File: config.mk
export PLATFORM = sky130hd
export DESIGN_NAME = beep_player
export DESIGN_NICKNAME = d
export VERILOG_FILES = /design/src/rtl/beep_player.sv
export SDC_FILE = /design/constraint.sdc
export NUM_CORES = 1
export LEC_CHECK = 0
export CELL_PAD_IN_SITES_DETAIL_PLACEMENT = 1
export CELL_PAD_IN_SITES_GLOBAL_PLACEMENT = 2
export CORE_UTILIZATION = 36
export DETAILED_ROUTE_END_ITERATION = 7
export HOLD_SLACK_MARGIN = 0.02
export PLACE_DENSITY_LB_ADDON = 0.1
export SLEW_MARGIN = 25
export SYNTH_ARGS = -nofsm -noshare
export SYNTH_HDL_FRONTEND = slang
export SYNTH_SLANG_ARGS = --single-unit
File: constraint.sdc
create_clock -name clk -period 6.7 [get_ports clk]
set_input_delay 1.34 -clock clk [delete_from_list [all_inputs] [get_ports clk]]
set_output_delay 1.34 -clock clk [all_outputs]
set_load 0.02 [all_outputs]
File: src/rtl/beep_player.sv
// Command-driven buzzer tone player with a valid/ready request port and an active-low buzzer pin.
// Define BEEP_FIFO_EN to put a FIFO_DEPTH-entry command FIFO in front of the player FSM.
module beep_player #(
    parameter int unsigned CLK_HZ     = 50000000,
    parameter int unsigned DIV_W      = 16,
    parameter int unsigned DUR_W      = 16,
    parameter int unsigned FIFO_DEPTH = 4
) (
    input  logic             clk,
    input  logic             rst,
    input  logic             cmd_valid,
    output logic             cmd_ready,
    input  logic [DIV_W-1:0] cmd_half_period,
    input  logic [DUR_W-1:0] cmd_dur_ms,
    input  logic             stop,
    output logic             buzzer,
    output logic             busy,
    output logic             done
);

    localparam int unsigned CPM   = CLK_HZ / 1000;
    localparam int unsigned PRE_W = $clog2(CPM);

    typedef enum logic [1:0] {StIdle, StPlay, StDone} state_e;

    state_e             state_q, state_d;
    logic [PRE_W-1:0]   pre_q, pre_d;
    logic [DUR_W-1:0]   dur_q, dur_d;
    logic [DIV_W-1:0]   half_q, half_d;
    logic [DIV_W-1:0]   hcnt_q, hcnt_d;
    logic               phase_q, phase_d;
    logic               buzzer_q, buzzer_d;
    // Holds cmd_ready low for one cycle after reset is released.
    logic               ready_en_q;

    logic               req_avail;
    logic [DIV_W-1:0]   req_half;
    logic [DUR_W-1:0]   req_dur;
    logic               load;

`ifdef BEEP_FIFO_EN
    localparam bit          ChainReq = 1'b1;
    localparam int unsigned AW       = $clog2(FIFO_DEPTH);

    logic [DIV_W-1:0] half_mem [FIFO_DEPTH];
    logic [DUR_W-1:0] dur_mem  [FIFO_DEPTH];
    logic [AW-1:0]    wr_ptr_q, rd_ptr_q;
    logic [AW:0]      count_q;
    logic             full;
    logic             push;

    // Depth is a power of two, so the count MSB alone marks full.
    assign full      = count_q[AW];
    assign cmd_ready = ready_en_q && !rst && !stop && !full;
    assign push      = cmd_valid && cmd_ready;
    assign req_avail = (count_q != '0);
    assign req_half  = half_mem[rd_ptr_q];
    assign req_dur   = dur_mem[rd_ptr_q];
    assign busy      = (state_q != StIdle) || (count_q != '0);

    always_ff @(posedge clk) begin
        if (rst || stop) begin
            wr_ptr_q <= '0;
            rd_ptr_q <= '0;
            count_q  <= '0;
        end else begin
            if (push) begin
                wr_ptr_q <= wr_ptr_q + 1'b1;
            end
            if (load) begin
                rd_ptr_q <= rd_ptr_q + 1'b1;
            end
            count_q <= count_q + (AW+1)'(push) - (AW+1)'(load);
        end
    end

    always_ff @(posedge clk) begin
        if (push) begin
            half_mem[wr_ptr_q] <= cmd_half_period;
            dur_mem[wr_ptr_q]  <= cmd_dur_ms;
        end
    end
`else
    localparam bit ChainReq = 1'b0;

    // Without storage the request is taken straight off the port while idle.
    assign cmd_ready = ready_en_q && !rst && !stop && (state_q == StIdle);
    assign req_avail = cmd_valid && cmd_ready;
    assign req_half  = cmd_half_period;
    assign req_dur   = cmd_dur_ms;
    assign busy      = (state_q != StIdle);
`endif

    assign load = req_avail && !stop &&
                  ((state_q == StIdle) || (ChainReq && (state_q == StDone)));

    always_comb begin
        state_d = state_q;
        pre_d   = pre_q;
        dur_d   = dur_q;
        half_d  = half_q;
        hcnt_d  = hcnt_q;
        phase_d = phase_q;

        unique case (state_q)
            StIdle: ;
            StPlay: begin
                if (pre_q == PRE_W'(CPM - 1)) begin
                    pre_d = '0;
                    dur_d = dur_q - 1'b1;
                    if (dur_q == DUR_W'(1)) begin
                        state_d = StDone;
                    end
                end else begin
                    pre_d = pre_q + 1'b1;
                end
                if (half_q != '0) begin
                    if (hcnt_q == half_q - 1'b1) begin
                        hcnt_d  = '0;
                        phase_d = ~phase_q;
                    end else begin
                        hcnt_d = hcnt_q + 1'b1;
                    end
                end
            end
            StDone: state_d = StIdle;
            default: state_d = StIdle;
        endcase

        if (load) begin
            half_d  = req_half;
            dur_d   = req_dur;
            pre_d   = '0;
            hcnt_d  = '0;
            phase_d = 1'b0;
            state_d = (req_dur == '0) ? StDone : StPlay;
        end

        if (stop) begin
            state_d = StIdle;
            pre_d   = '0;
            dur_d   = '0;
            hcnt_d  = '0;
            phase_d = 1'b0;
        end

        // Buzzer is registered from next-state values so the pin never glitches.
        buzzer_d = ((state_d == StPlay) && (half_d != '0)) ? phase_d : 1'b1;
    end

    always_ff @(posedge clk) begin
        if (rst) begin
            state_q    <= StIdle;
            pre_q      <= '0;
            dur_q      <= '0;
            half_q     <= '0;
            hcnt_q     <= '0;
            phase_q    <= 1'b0;
            buzzer_q   <= 1'b1;
            ready_en_q <= 1'b0;
        end else begin
            state_q    <= state_d;
            pre_q      <= pre_d;
            dur_q      <= dur_d;
            half_q     <= half_d;
            hcnt_q     <= hcnt_d;
            phase_q    <= phase_d;
            buzzer_q   <= buzzer_d;
            ready_en_q <= 1'b1;
        end
    end

    assign buzzer = buzzer_q;
    assign done   = (state_q == StDone);

endmodule

## Word level (Yosys, flattened, before mapping)

Index checks and enable logic that the tools add are counted.

- Add/sub/neg operators: 4
- Eq/ne operators: 6
- Muxes and demuxes: 18
- Bitwise logic cells: 2
- Reductions and logical operators: 21

Operators by type and width:

| operator | number |
|---|---|
| $mux W16 | 6 |
| $add A16 B1 Y16 const B | 2 |
| $reduce_bool A16 Y1 | 2 |
| $sub A16 B1 Y16 const B | 2 |
| $eq A16 B1 Y1 const B | 1 |
| $eq A16 B16 Y1 | 1 |
| $eq A16 B16 Y1 const B | 1 |
| $logic_not A16 Y1 | 1 |
| $mux W2 | 5 |
| $logic_and A1 B1 Y1 | 7 |
| $mux W1 | 6 |
| $reduce_bool A2 Y1 | 3 |
| $eq A2 B1 Y1 const B | 2 |
| $pmux W2 S2 | 1 |
| $reduce_and A2 Y1 | 2 |
| $reduce_or A2 Y1 | 2 |
| $reduce_or A3 Y1 | 1 |
| $eq A2 B2 Y1 const B | 1 |
| $logic_not A1 Y1 | 2 |
| $logic_not A2 Y1 | 1 |
| $not A1 Y1 | 2 |

- Register bits: 69
- Input port bits: 36
- Output and inout port bits: 4
- Word-level logic and storage cells: 59

## Depth between registers and ports, before layout

Gate-level depths: netlist of the first run.

- Depth after elaboration: 13
- Gate-level depth with buffers: 10
- Gate-level depth less buffers: 9

## Least setup slack after synthesis of the first run

No wires, ideal clock.

- Path type: input -> output
- Start point: in rst
- End point: out cmd_ready
- Data arrival time: 2081 ps
- Required time: 5360 ps
- Path slack: 3279 ps
- Stages on the path: 3
- Path buffers: 1
- Cells stage by stage: clkbuf_1 -> nor2_1 -> and3_1

- Word-level cells in the longest chain between the ends: 4

Ends and longest elaborated chain:

| what | line | text |
|---|---|---|
| start, declared | 10 | `input logic rst,` |
| $logic_not A1 Y1 | 87 | `assign cmd_ready = ready_en_q && !rst && !stop && (state_q == StIdle);` |
| $logic_and A1 B1 Y1 (3 in a row) | 87 |  |
| end, declared | 12 | `output logic cmd_ready,` |

No other way between the ends.

## Worst setup path in the final report of the first run

Ends and elaborated chain as after synthesis.

==> results.toml, run 1 <==
[synth]
synth_top_family_by_area = "simple AND/OR/NAND/NOR gates"
yosysWarningCount = 0
syn_nets = 529
yosysSeqAreaShare = 0.356
netlist_instances = 488
syn_avg_cell_area_um2 = 7.95
synth_xor_area_frac = 0.104
synth_compound_area_frac = 0.137
synth-seq-cells = 69
netlist-cell-type-count = 59
synthFlopType = "dfxtp_1"
synthSimpleGateAreaFrac = 0.335
synthMuxAreaShare = 0.0132
synthAdderAreaFrac = 0.0161
synth_enable_flop_cells = 0
async_reset_ff_frac = 0
synthesis.area_mm2 = 0.00388

[global_routing]
antenna_found_initial = 0
grt_first_pass_wirelength_um = 17900
grt_pass1_vias = 3615
grt_util_all_layers = 0.204
grt_overflow = 0
grt_start_max_net_pins = 35

[cells_and_area]
n_fill_cell = 1259
multi_input_area_mm2 = 0.00235
antennaDiodeCount = 0
layout_common_cells = "dfxtp_1 (69), nand2_1 (59), nor2_1 (46)"
drive_gt1_frac = 0.0598
final_common_cell = "dfxtp_1"
regArea_mm2 = 0.00138
nNetsFinal = 554
area_growth_pct = 18.6

[routing]
antenna_left = 0
wl_per_cell_um = 16.2
firstDrtPassIters = 4
wl_um = 10600
first_iter_violations = 111
vias = 3583
viasPerCell = 5.48
drc = 0

[run_status]
status = "finished clean"

[clocking]
cts_tree = "done"
postCtsHoldBufs = 0
path_clk_slew_ns = 0.08
cts_buffers = 9
postCtsSetupBuffers = 0
clock-sinks = 69
clk-insertion-delay-late_ns = 0.36
cts_buffer_depth = 2
cts_resized = 0
root_buffer = "clkbuf_8"
htree_levels = 3

[floorplan]
die_h_um = 106
fp.dieW_um = 106
coreArea_mm2 = 0.0104
dieArea_mm2 = 0.0112
start_util = 0.374
io_pins = 40
rows = 37

[critical_path]
startpoint_type = "input pin"
rr_startpoint = "pre_q[11]"
reg2reg_slack_ns = 3.41
critPathCapture = "cmd_ready"
path_max_fanout = 19
required_ns = 5.36
worstRegToRegCells = 6
critPathCaptureType = "output pin"
path_class = "input pin to output pin"
reg2reg_to = "dur_q[6]"
cp.arrival_ns = 3.45
critPathLaunch = "rst"

[power]
power_leakage_nw = 1.52
p_per_area_mw_per_mm2 = 206
total_power_w = 0.000946
ir_worst_vdd_uv = 98.7

[sta]
timing.final.crit_share = 0.714
rsz0062_at_grt = "false"
fmax_ghz = 0.209
clock_skew_ns = 0.00461
hold_viol_final = 0
slew_violations = 0
setup-tns-final_ns = 0
relSlewSlack = 0.434
layout_min_cycle_time_ns = 4.79
finalSetupViolCount = 0
tightest_slew_ns = 0.839

[placement]
port_buffers = 39
hpwl_um = 7790
gp_congestion = 0.745

[flow_run]
cap_violations = 0

[hold_path]
hp-class = "flip-flop to flip-flop"
hp-start = "dur_q[14]"
-- stage by stage --
stage          hold WS, ns  worst slack [ns]  instances  area, um2  utilization
2_1_floorplan        0.441              3.28        488       3880            -
3_3_place_gp         0.473              1.92        638       4350        0.420
3_5_place_dp         0.481              1.90        638       4350        0.420
4_1_cts              0.491              1.89        654       4600        0.444
5_1_grt              0.511              1.73        654       4600        0.444
6_report             0.484              1.91        654       4600        0.444
-- area by class of cell --
| type | instances | share of cell area |
|---|---|---|
| multi-input cells | 380 | 0.510 |
| flip-flops and latches | 69 | 0.300 |
| repair buffers | 42 | 0.0897 |
| well taps | 136 | 0.0370 |
| clock buffers | 10 | 0.0299 |
| clock inverters | 6 | 0.0239 |
| inverters | 11 | 0.00897 |
-- sequential cells by signal (all words and copies together) (netlist names) --
signal	cells
dur_q	16
half_q	16
hcnt_q	16
pre_q	16
state_q	2
buzzer	1
phase_q	1
ready_en_q	1
-- worst max-delay path: stages --
cell and delay (ns):
clkdlybuf4s50_1 0.74, nor2_1 0.47, and3_1 0.27, clkdlybuf4s50_1 0.62
-- cell families (layout without fill, tap and decap cells) --
kind of cell	after synthesis	count (layout)
compound gates	84	84
xor+xnor	45	45
fa+ha+maj	5	5
buf+inv	39	69
flops	69	69
mux	5	5
simple gates	241	241
-- report_power, final --
part	internal (W)	switching (W)	leakage [nW]
sequential	0.000413	0.00000581	0.557
combinational	0.0000463	0.0000481	0.849
clock	0.000257	0.000175	0.119
total	0.000716	0.000229	1.52
-- synthesized netlist by cell type (3+ instances only) --
library cell,count,area share
o31ai_1,4,0.0077
mux2i_1,4,0.010
nand3_1,26,0.034
and3_1,10,0.016
inv_1,11,0.011
or4b_1,3,0.0077
xor2_1,26,0.059
o21ai_0,11,0.014
o311ai_0,3,0.0068
o21ai_1,3,0.0039
ha_1,5,0.016
a31oi_1,6,0.0097
clkbuf_1,25,0.024
dfxtp_1,69,0.36
nor3_1,24,0.031
nand2b_1,4,0.0064
or4_1,7,0.014
nand3b_1,3,0.0058
nand4_1,11,0.018
or3_1,11,0.018
a221oi_1,3,0.0068
nor3b_1,4,0.0077
nor4_1,16,0.026
nor2_1,46,0.045
o211ai_1,7,0.014
xnor2_1,18,0.041
a21oi_1,33,0.043
nand2_1,59,0.057
-- worst min path at each step --
stage | end | cells past startpoint
after floorplan | dur_q[14] | 2
after global placement | dur_q[14] | 2
after detailed placement | dur_q[14] | 2
after CTS | dur_q[14] | 2
after global routing | dur_q[14] | 2
final | dur_q[14] | 2
-- per-layer routing --
metal  global-route usage  up-vias  part of all wire
li1                     -     1812                 -
met5                    0        -                 0
met3               0.0284       13             0.017
met2                0.365       26              0.51
met4               0.0744        0             0.016
met1                0.246     1732              0.46
No activity file was read; power rests on OpenSTA's default activity.
==> run 2, diff against run 1 <==
Settings changed: CORE_UTILIZATION 36 to 34.
Clock period 6.7 ns to 4.8 ns, I/O delays scaled along.
==> results.toml, run 2 (same netlist as run 1, synthesis figures left out) <==
[run_status]
status = "finished clean"

[global_routing]
antenna_found_initial = 0
grt_pass1_vias = 3708
grt_overflow = 0
grt_start_max_net_pins = 25
grt_first_pass_wirelength_um = 18300
grt_util_all_layers = 0.202

[cells_and_area]
final_common_cell = "dfxtp_1"
nNetsFinal = 556
multi_input_area_mm2 = 0.00235
layout_common_cells = "dfxtp_1 (69), nand2_1 (59), nor2_1 (46)"
final_cell_area_mm2 = 0.00471
n_fill_cell = 1323
layoutNonFillerInstCount = 660
drive_gt1_frac = 0.0635
area_growth_pct = 21.3
regArea_mm2 = 0.00138
antennaDiodeCount = 0

[flow_run]
cap_violations = 0

[clocking]
cts_buffers = 9
clk-insertion-delay-late_ns = 0.35
cts_buffer_depth = 2
htree_levels = 3
cts_tree = "done"
path_clk_slew_ns = 0.06
root_buffer = "clkbuf_16"
cts_resized = 0
clock-sinks = 69
postCtsSetupBuffers = 0
postCtsHoldBufs = 0

[placement]
place_area_mm2 = 0.00437
port_buffers = 39
hpwl_um = 8150
gp_congestion = 0.752
placed_cells = 644

[power]
p_per_area_mw_per_mm2 = 313
ir_worst_vdd_uv = 147
total_power_w = 0.00147
power_leakage_nw = 1.57

[sta]
fmax_ghz = 0.274
rsz0062_at_grt = "false"
clock_skew_ns = 0.00782
finalSetupViolCount = 0
timing.final.crit_share = 0.761
slew_violations = 0
relSlewSlack = 0.375
setup-tns-final_ns = 0
hold_ws_ns = 0.481
layout_min_cycle_time_ns = 3.65
tightest_slew_ns = 0.925
hold_viol_final = 0

[critical_path]
crit_family = "buffers and inverters"
cp_cell_sequence = "clkdlybuf4s50_1, nor2_1, and3_1, clkdlybuf4s50_1"
crit_top_cell = "clkdlybuf4s50_1"
path_max_fanout = 6
reg2reg_to = "phase_q"
cp.arrival_ns = 2.69
rr_startpoint = "half_q[0]"
crit_buf_inv = 2
startpoint_type = "input pin"
worstRegToRegCells = 8
reg2reg_slack_ns = 1.54
path_class = "input pin to output pin"
critPathCaptureType = "output pin"
critPathMaxStageDelay_ns = 0.63
required_ns = 3.84
worst_path_max_delay_cell = "clkdlybuf4s50_1"

[hold_path]
hp-class = "flip-flop to flip-flop"
min_to = "dur_q[14]"
whs_path_depth = 2
hp-start = "dur_q[14]"

[routing]
drc = 0
first_iter_violations = 106
wl_um = 10900
firstDrtPassIters = 6
wl_per_cell_um = 16.5
antenna_left = 0
viasPerCell = 5.47
vias = 3607

[floorplan]
coreArea_mm2 = 0.0110
fp.dieW_um = 109
die_h_um = 109
start_util = 0.353
io_pins = 40
dieArea_mm2 = 0.0118
rows = 38
==> run 2: changes by cell type in the layout (fill, tap and decap cells not counted) <==
cell	before	now
buf_4	3	5
bufinv_16	3	2
clkbuf_16	0	9
clkbuf_8	10	2
clkinv_2	1	0
clkinvlp_4	2	3
==> run 2: layout make-up <==
type	count	share of cell area
Clock buffer	11	0.0537
Clock inverter	5	0.0175
Inverter	11	0.00877
Multi-Input combinational cell	380	0.499
Sequential cell	69	0.293
Tap cell	140	0.0372
Timing Repair Buffer	44	0.0909
==> run 2: worst max-delay path by stage <==
| stage | from | endpoint | cells after the start |
|---|---|---|---|
| after floorplan | half_q[0] | hcnt_q[10] | 10 |
| after global placement | rst | cmd_ready | 4 |
| after detailed placement | stop | cmd_ready | 4 |
| after CTS | stop | cmd_ready | 4 |
| after global routing | stop | cmd_ready | 4 |
| final | stop | cmd_ready | 4 |
==> run 2: report_power, final <==
part / leakage [nW] / internal [W] / switching [W]
Combinational: 0.858 / 0.0000652 / 0.0000678
Clock: 0.154 / 0.000483 / 0.000272
Sequential: 0.557 / 0.000578 / 0.00000831
==> run 2: routing by layer <==
metal  vias up  GRT usage  wire, um  part of all wire
met2        37      0.366      5500              0.50
met4         0     0.0878       214             0.020
met1      1736      0.234      4950              0.45
met5         -          0         0                 0
met3        14     0.0317       224             0.021
li1       1820          -         -                 -
==> run 2: stage by stage <==
| stage | setup slack [ns] | utilization |
|---|---|---|
| global placement | 1.18 | 0.398 |
| finish | 1.15 | 0.429 |
| floorplan | 1.97 | - |
| CTS | 1.12 | 0.429 |
| detailed placement | 1.15 | 0.398 |
| global route | 1.04 | 0.429 |
==> run 2: worst register-to-register path: cells and delay by family (launching register included) <==
family | cells | cell delay [ns]
AO/OA/AOI/OAI | 2 | 0.94
adder cells (fa/ha/maj) | 1 | 0.29
flip-flops | 1 | 0.47
buffers and inverters | 1 | 0.08
AND/OR/NAND/NOR | 4 | 1.41
